[src/rtl/sram_arb_pkg.sv]
// Shared types and helpers for the SRAM bank arbiter and its round-robin picker.
package sram_arb_pkg;

  localparam int unsigned MaxReq    = 8;
  localparam int unsigned MaxIdBits = 3;

  typedef enum logic [1:0] {
    StIdle,
    StAccess,
    StResp
  } arb_state_e;

  typedef struct packed {
    logic                 found;
    logic [MaxIdBits-1:0] idx;
  } rr_pick_t;

  function automatic int unsigned calc_id_bits(input int unsigned num_req);
    return (num_req > 1) ? $clog2(num_req) : 1;
  endfunction

  // First set bit of valid searching upward from ptr, wrapping modulo num_req.
  function automatic rr_pick_t next_rr_winner(input logic [MaxReq-1:0]    valid,
                                              input logic [MaxIdBits-1:0] ptr,
                                              input int unsigned          num_req);
    rr_pick_t    pick;
    int unsigned cand;
    pick = '0;
    for (int unsigned k = 0; k < MaxReq; k++) begin
      cand = (32'(ptr) + k) % num_req;
      if (k < num_req && !pick.found && valid[cand[MaxIdBits-1:0]]) begin
        pick.found = 1'b1;
        pick.idx   = cand[MaxIdBits-1:0];
      end
    end
    return pick;
  endfunction

endpackage

[src/rtl/rr_arbiter.sv]
// Round-robin winner select with a registered priority pointer that moves past
// the winner whenever advance is asserted.
module rr_arbiter
  import sram_arb_pkg::*;
#(
  parameter int unsigned NUM_REQ = 2,
  parameter int unsigned ID_BITS = calc_id_bits(NUM_REQ)
) (
  input  logic               clk,
  input  logic               rst_n,
  input  logic [NUM_REQ-1:0] valid,
  input  logic               advance,
  output logic               found,
  output logic [ID_BITS-1:0] winner
);

  logic [ID_BITS-1:0] ptr_q;
  rr_pick_t           pick;

  always_comb begin
    pick   = next_rr_winner(MaxReq'(valid), MaxIdBits'(ptr_q), NUM_REQ);
    found  = pick.found;
    winner = ID_BITS'(pick.idx);
  end

  always_ff @(posedge clk or negedge rst_n) begin
    if (!rst_n) begin
      ptr_q <= '0;
    end else if (advance && found) begin
      ptr_q <= (32'(winner) == NUM_REQ - 1) ? '0 : winner + 1'b1;
    end
  end

endmodule

[src/rtl/sram_bank_arbiter.sv]
// Shares one SRAM bank between NUM_REQ requesters, one access in flight at a time.
// All bank-facing signals are flops so the bank write enable never glitches.
module sram_bank_arbiter
  import sram_arb_pkg::*;
#(
  parameter int unsigned WIDTH     = 8,
  parameter int unsigned DEPTH     = 512,
  parameter int unsigned ADDR_BITS = $clog2(DEPTH),
  parameter int unsigned NUM_REQ   = 2,
  parameter int unsigned ID_BITS   = calc_id_bits(NUM_REQ)
) (
  input  logic                         Clk,
  input  logic                         RstN,
  input  logic [NUM_REQ-1:0]           ReqValid,
  output logic [NUM_REQ-1:0]           ReqReady,
  input  logic [NUM_REQ-1:0]           ReqWrEn,
  input  logic [NUM_REQ*ADDR_BITS-1:0] ReqAddr,
  input  logic [NUM_REQ*WIDTH-1:0]     ReqWrData,
  output logic [NUM_REQ-1:0]           RspValid,
  input  logic [NUM_REQ-1:0]           RspReady,
  output logic [WIDTH-1:0]             RspData,
  output logic [ADDR_BITS-1:0]         BankAddr,
  output logic [WIDTH-1:0]             BankWrData,
  output logic                         BankWrEn,
  input  logic [WIDTH-1:0]             BankRdData
);

  arb_state_e         state_q;
  logic [ID_BITS-1:0] id_q;
  logic               found;
  logic [ID_BITS-1:0] winner;
  logic               grant;
  logic [ADDR_BITS-1:0] sel_addr;
  logic [WIDTH-1:0]     sel_wdata;
  logic                 sel_we;

  assign grant = (state_q == StIdle) && found;

  rr_arbiter #(
    .NUM_REQ(NUM_REQ),
    .ID_BITS(ID_BITS)
  ) u_rr (
    .clk    (Clk),
    .rst_n  (RstN),
    .valid  (ReqValid),
    .advance(grant),
    .found  (found),
    .winner (winner)
  );

  always_comb begin
    ReqReady  = '0;
    sel_addr  = '0;
    sel_wdata = '0;
    sel_we    = 1'b0;
    if (grant) begin
      ReqReady[winner] = 1'b1;
    end
    for (int unsigned i = 0; i < NUM_REQ; i++) begin
      if (32'(winner) == i) begin
        sel_addr  = ReqAddr[i*ADDR_BITS +: ADDR_BITS];
        sel_wdata = ReqWrData[i*WIDTH +: WIDTH];
        sel_we    = ReqWrEn[i];
      end
    end
  end

  always_ff @(posedge Clk or negedge RstN) begin
    if (!RstN) begin
      state_q    <= StIdle;
      id_q       <= '0;
      BankAddr   <= '0;
      BankWrData <= '0;
      BankWrEn   <= 1'b0;
      RspData    <= '0;
      RspValid   <= '0;
    end else begin
      unique case (state_q)
        StIdle: begin
          if (found) begin
            BankAddr   <= sel_addr;
            BankWrData <= sel_wdata;
            BankWrEn   <= sel_we;
            id_q       <= winner;
            state_q    <= StAccess;
          end
        end
        StAccess: begin
          // On a write the bank reflects WrData, so this also captures the written word.
          RspData        <= BankRdData;
          BankWrEn       <= 1'b0;
          RspValid[id_q] <= 1'b1;
          state_q        <= StResp;
        end
        StResp: begin
          if (RspReady[id_q]) begin
            RspValid <= '0;
            state_q  <= StIdle;
          end
        end
        default: state_q <= StIdle;
      endcase
    end
  end

endmodule
[config.mk]
export PLATFORM = sky130hd
export DESIGN_NAME = sram_bank_arbiter
export DESIGN_NICKNAME = d
export VERILOG_FILES = /design/src/rtl/sram_arb_pkg.sv /design/src/rtl/rr_arbiter.sv /design/src/rtl/sram_bank_arbiter.sv
export SDC_FILE = /design/constraint.sdc
export NUM_CORES = 1
export LEC_CHECK = 0
export ABC_CLOCK_PERIOD_IN_PS = 4000
export BUFFER_PORTS_ARGS = -buffer_cell sky130_fd_sc_hd__buf_2
export CAP_MARGIN = 20
export CORE_AREA = 2 2 65 67
export CTS_CLUSTER_SIZE = 16
export DETAILED_ROUTE_END_ITERATION = 7
export DIE_AREA = 0 0 67 69
export GPL_TIMING_DRIVEN = 0
export PLACE_DENSITY = 0.7
export RECOVER_POWER = 50
export SYNTH_ARGS = -nofsm -noshare
export SYNTH_HDL_FRONTEND = slang
export SYNTH_SLANG_ARGS = --single-unit
[constraint.sdc]
create_clock -name Clk -period 4 [get_ports Clk]
set_clock_uncertainty 0.15 [all_clocks]
set_input_delay 0.8 -clock Clk [delete_from_list [all_inputs] [get_ports Clk]]
set_output_delay 0.8 -clock Clk [all_outputs]
set_load 0.02 [all_outputs]
Yosys cells after proc, flatten, opt, wreduce, memory -nomap -nowiden:

Index checks and enable logic that the tools add are counted.

* bitwise operators: 1
* multiply operators: 0
* muxes and demuxes: 23
* add/subtract/negate cells: 2
* magnitude comparators: 6
* divide/modulo/power cells: 0
* reductions and logical operators: 13
* eq/ne operators: 4
* shifts and indexed selects: 0

Operators with widths (count)
* 2-to-1 mux 1 bit: 11
* 2-to-1 mux 9 bit: 1
* < comparator 1 x 4 -> 1 bit, second input constant: 2
* 2-to-1 mux 4 bit: 2
* 2-to-1 mux 8 bit: 1
* AND reduction 2 bit: 4
* 2-to-1 mux 2 bit: 3
* case mux 2 bit (3 select lines): 1
* logical AND 1 bit: 5
* < comparator 1 x 2 -> 1 bit, second input constant: 2
* case mux 2 bit (2 select lines): 1
* nonzero test 2 bit: 2
* adder 1 bit, second input constant: 2
* demux 1 bit (select 1 bit): 2
* == test 2 x 1 -> 1 bit, second input constant: 1
* == test 2 bit, second input constant: 1
* greater-or-equal comparator 1 bit, second input constant: 2
* logical NOT 2 bit: 1
* != test 2 x 1 -> 1 bit, second input constant: 1
* != test 2 bit, second input constant: 1
* bitwise OR 2 bit: 1
* case mux 1 bit (2 select lines): 1
* logical NOT 1 bit: 1

* output and inout port bits: 30
* bits in latches: 0
* input port bits: 50
* bits in read-only memories: 0
* memories: 0
* word-level logic and storage cells: 57
* register bits after elaboration: 32
* RAM bits: 0

Depth between registers and ports, before layout:

* word-level depth: 11
* gate-level depth with buffers: 4
* mapped depth without buffers: 3

Modules after synthesis:

From an unflattened synthesis, not the netlist that was laid out.

* cell total of the unflattened synthesis: 123
* area, all modules: 1438.9 um2

Modules (own cells, without submodules)
* sram_bank_arbiter: sequential area each 775.7 um2, cells each 117, area an instance 1385.1 um2, instances 1
* rr_arbiter: sequential area each 25.0 um2, cells each 6, area an instance 53.8 um2, instances 1

Worst setup path before layout:

No wires, ideal clock.

* path kind: in2out
* from: input port ReqValid[0]
* to: output port ReqReady[1]
* slack: 1.665 ns
* arrival time: 1.385 ns
* required time: 3.050 ns
* path buffers: 1
* stages: 4
* cell sequence: nand2b_1 nand3_4 buf_2 inv_1

* longest elaborated chain between the ends: 11
* elaborated cells on any way between the ends: 15
* classes of those cells: 2 x order compare; 9 x mux; 4 x reduce/logical

RTL lines
* from (decl): line sram_bank_arbiter.sv:14 `input logic [NUM_REQ-1:0] ReqValid,`
* 2-to-1 mux 1 bit (implied by the code) (2 in series): line sram_arb_pkg.sv:31 `if (k < num_req && !pick.found && valid[cand[MaxIdBits-1:0]]) begin`
* 2-to-1 mux 4 bit: line sram_arb_pkg.sv:31
* logical NOT 1 bit: line sram_arb_pkg.sv:31
* logical AND 1 bit: line sram_arb_pkg.sv:31
* 2-to-1 mux 4 bit (*): line sram_arb_pkg.sv:31
* < comparator 1 x 2 -> 1 bit (implied by the code) or greater-or-equal comparator 1 bit (tied branches): line sram_bank_arbiter.sv:57 `ReqReady[winner] = 1'b1;`
* logical AND 1 bit (implied by the code): line sram_bank_arbiter.sv:57
* 2-to-1 mux 1 bit (implied by the code): line sram_bank_arbiter.sv:57
* demux 1 bit (select 1 bit): line sram_bank_arbiter.sv:57
* 2-to-1 mux 2 bit (*): line sram_bank_arbiter.sv:56 `if (grant) begin`
* to (decl): line sram_bank_arbiter.sv:15 `output logic [NUM_REQ-1:0] ReqReady,`

Mark *: on every way between the ends. The rest lies on a longest branch, timed or not. The select of a mux whose other input is x is not followed.

Final worst setup path:

Same ends and word-level chain as after synthesis.

==> flow_summary.yaml <==
outcome:
  outcome: "finished, violations left"
  violations: "max-capacitance violations, max-slew violations"
clocking:
  cts_root_buffer: "clkbuf_8"
  hold_buffers: 0
  path_clk_slew_ns: 0.06
  ctsResizeCount: 0
  cts.sinks: 32
  cts_tree: "built"
  numCtsBuffers: 5
  clk_latency_ns: 0.27
  cts_max_level: 2
  clock_path_buffers: 2
  cts_setup_buffers: 0
floorplanning:
  fp-row-count: 23
  core_um2: 3910
  pin_count: 80
  die_area_um2: 4620
  start_util_pct: 38.5
  die_w_um: 67
  die_y_um: 69
timing:
  fin_crit_ns: 2.65
  finalMaxSlewViolations: 33
  finalCritPeriodShare_pct: 66.1
  relSlewSlack_pct: -14.0
  tns_ns: 0
  worst_pin_slew_ns: 1.71
  rsz0062_at_grt: "no"
  setup_violations: 0
  hold_viol: 0
  max_freq_ghz: 0.378
logic_synthesis:
  synth_ff_type: "dfrtp_1"
  synth-seq-cells: 32
  synth_adder_area_share_pct: 0
  synth.largest_area_cell: "dfrtp_1"
  synth_cell_types: 24
  synth.avg_cell_area_um2: 10.2
  synth-simple-area-share_pct: 8.23
  syn_nets: 197
  synth_top_family_by_area: "compound AO/OA/AOI/OAI gates"
  synth_compound_area_share_pct: 20.7
  netlist_area_um2: 1510
  synth_top_area_share_pct: 53.2
  synth_warnings: 0
  synth.area.mux_share_pct: 5.99
  synth_xor_area_share_pct: 0
  ys_top_cells_by_area: "dfrtp_1 (53%), o221ai_1 (9.9%), inv_1 (9.2%), o21ai_1 (6.0%), mux2_1 (4.5%)"
  yosysSeqAreaShare_pct: 53.2
  async_flop_share_pct: 100
  syn_inst: 147
  synth_enable_flop_cells: 0
job:
  drv_cap: 1
critical_path:
  critPathLaunchType: "primary input"
  path_max_fanout: 10
  ff2ff_path_depth: 3
  critPathKind: "in2out"
  required_ns: 3.05
  end_kind: "primary output"
  cp.arrival_ns: 1.70
grt:
  grt.met3_usage_pct: 3.59
  grt_use_met1_pct: 20.4
  grt_pass1_wl_mm: 6.20
  grt_pass1_vias: 1391
  grt_max_degree: 33
  overflow: 0
  grtUsageTotal_pct: 17.1
  antenna_found_initial: 0
  use_met2_pct: 29.4
  top_usage_layer: "met2"
final_layout:
  final_util_pct: 52.2
  fill_cells: 409
  mostFrequentLayoutCell: "buf_2"
  drive_above_1_share_pct: 41.0
  fin_nets: 283
  n_antenna_cell: 0
  syn_to_final_growth_pct: 35.7
  layout_common_cells: "buf_2 (81), inv_1 (37), dfrtp_1 (32)"
detailed_routing:
  vias: 1336
  drtIter0Drc: 69
  via_per_inst: 4.70
  drc_errors: 0
  postRouteWirelength_mm: 3.67
  drt-pass1-iter-count: 4
  ant_nets: 0
  wire_per_inst_um: 12.9
hold_path:
  holdPathStages: 1
  hp-class: "reg2reg"
power:
  vdd_drop_max_uv: 329
  p_leak_uw: 0.00112
  cellPowerDensity_nw_per_um2: 781
place:
  gp_congestion: 0.788
  portBuffers: 79
  dp_hpwl_mm: 2.72
-- kinds of logic after synthesis --
family | Yosys count
muxes | 8
buffers and inverters | 44
DFF | 32
AOI/OAI and AO/OA | 45
and+or+nand+nor | 18
-- layout make-up --
cell class                      count  area (µm²)  area share (%)
Sequential cell                    32         801            39.2
Multi-Input combinational cell     71         523            25.6
Timing Repair Buffer               79         394            19.3
Inverter                           37         139            6.80
Clock buffer                        8        90.1            4.41
Tap cell                           50        62.6            3.06
Buffer                              7        33.8            1.65
-- sequential cells by signal, indices dropped and copies added, names as in the netlist --
register	cells
BankAddr	9
state_q	2
RspData	8
id_q	1
u_rr.ptr_q	1
BankWrData	8
RspValid	2
BankWrEn	1
-- critical path: stages --
cell,delay [ns]
buf_2,0.13
nand2b_1,0.15
nand3_4,0.16
buf_2,0.23
inv_1,0.07
buf_2,0.15
-- synthesized netlist by cell type (2+ instances only) --
cell type and instances:
buf_2 5, buf_4 2, dfrtp_1 32, inv_1 37, mux2_1 6, mux2_2 2
nand2_1 4, nand2b_1 2, nand3_4 2, nor2_1 3, nor2b_1 2, o21ai_0 5
o21ai_1 18, o221ai_1 17
-- routing by layer --
layer	up-vias	share of wire, %
met5	-	0
met4	0	0.74
met3	2	3.9
met2	29	52
met1	639	43
li1	666	-
-- metrics by stage --
| stage | hold WS, ns | cells | setup WS (ns) | power, µW | cell area (µm²) |
|---|---|---|---|---|---|
| 4_1_cts | 0.335 | 284 | 1.34 | 1630 | 2050 |
| 6_report | 0.330 | 284 | 1.35 | 1600 | 2040 |
| 3_5_place_dp | 0.321 | 276 | 1.34 | 1370 | 1960 |
| 2_1_floorplan | 0.319 | 147 | 1.66 | 1100 | 1510 |
| 3_3_place_gp | 0.314 | 276 | 1.36 | 1350 | 1960 |
| 5_1_grt | 0.354 | 284 | 1.28 | 1720 | 2040 |
-- power breakdown --
group          internal (µW)  switching [µW]  leakage (µW)
Sequential               485            85.6      0.000388
Combinational            306             472      0.000691
Clock                    140             108     0.0000455
Total                    931             666       0.00112
-- path summary, 6_finish.rpt --
| check | start | end | slack (ns) |
|---|---|---|---|
| worst max-delay path | ReqValid[0] | ReqReady[1] | 1.35 |
| worst min-delay path | RspData[3] | RspData[3] | 0.33 |
| worst max register to register | state_q[0] | RspData[6] | 2.22 |
| worst min register to register | RspData[3] | RspData[3] | 0.33 |
| max in group asynchronous | RstN | BankWrData[1] | 1.89 |
| min in group asynchronous | RstN | BankAddr[0] | 0.82 |
(Power assumes the default switching activity.)
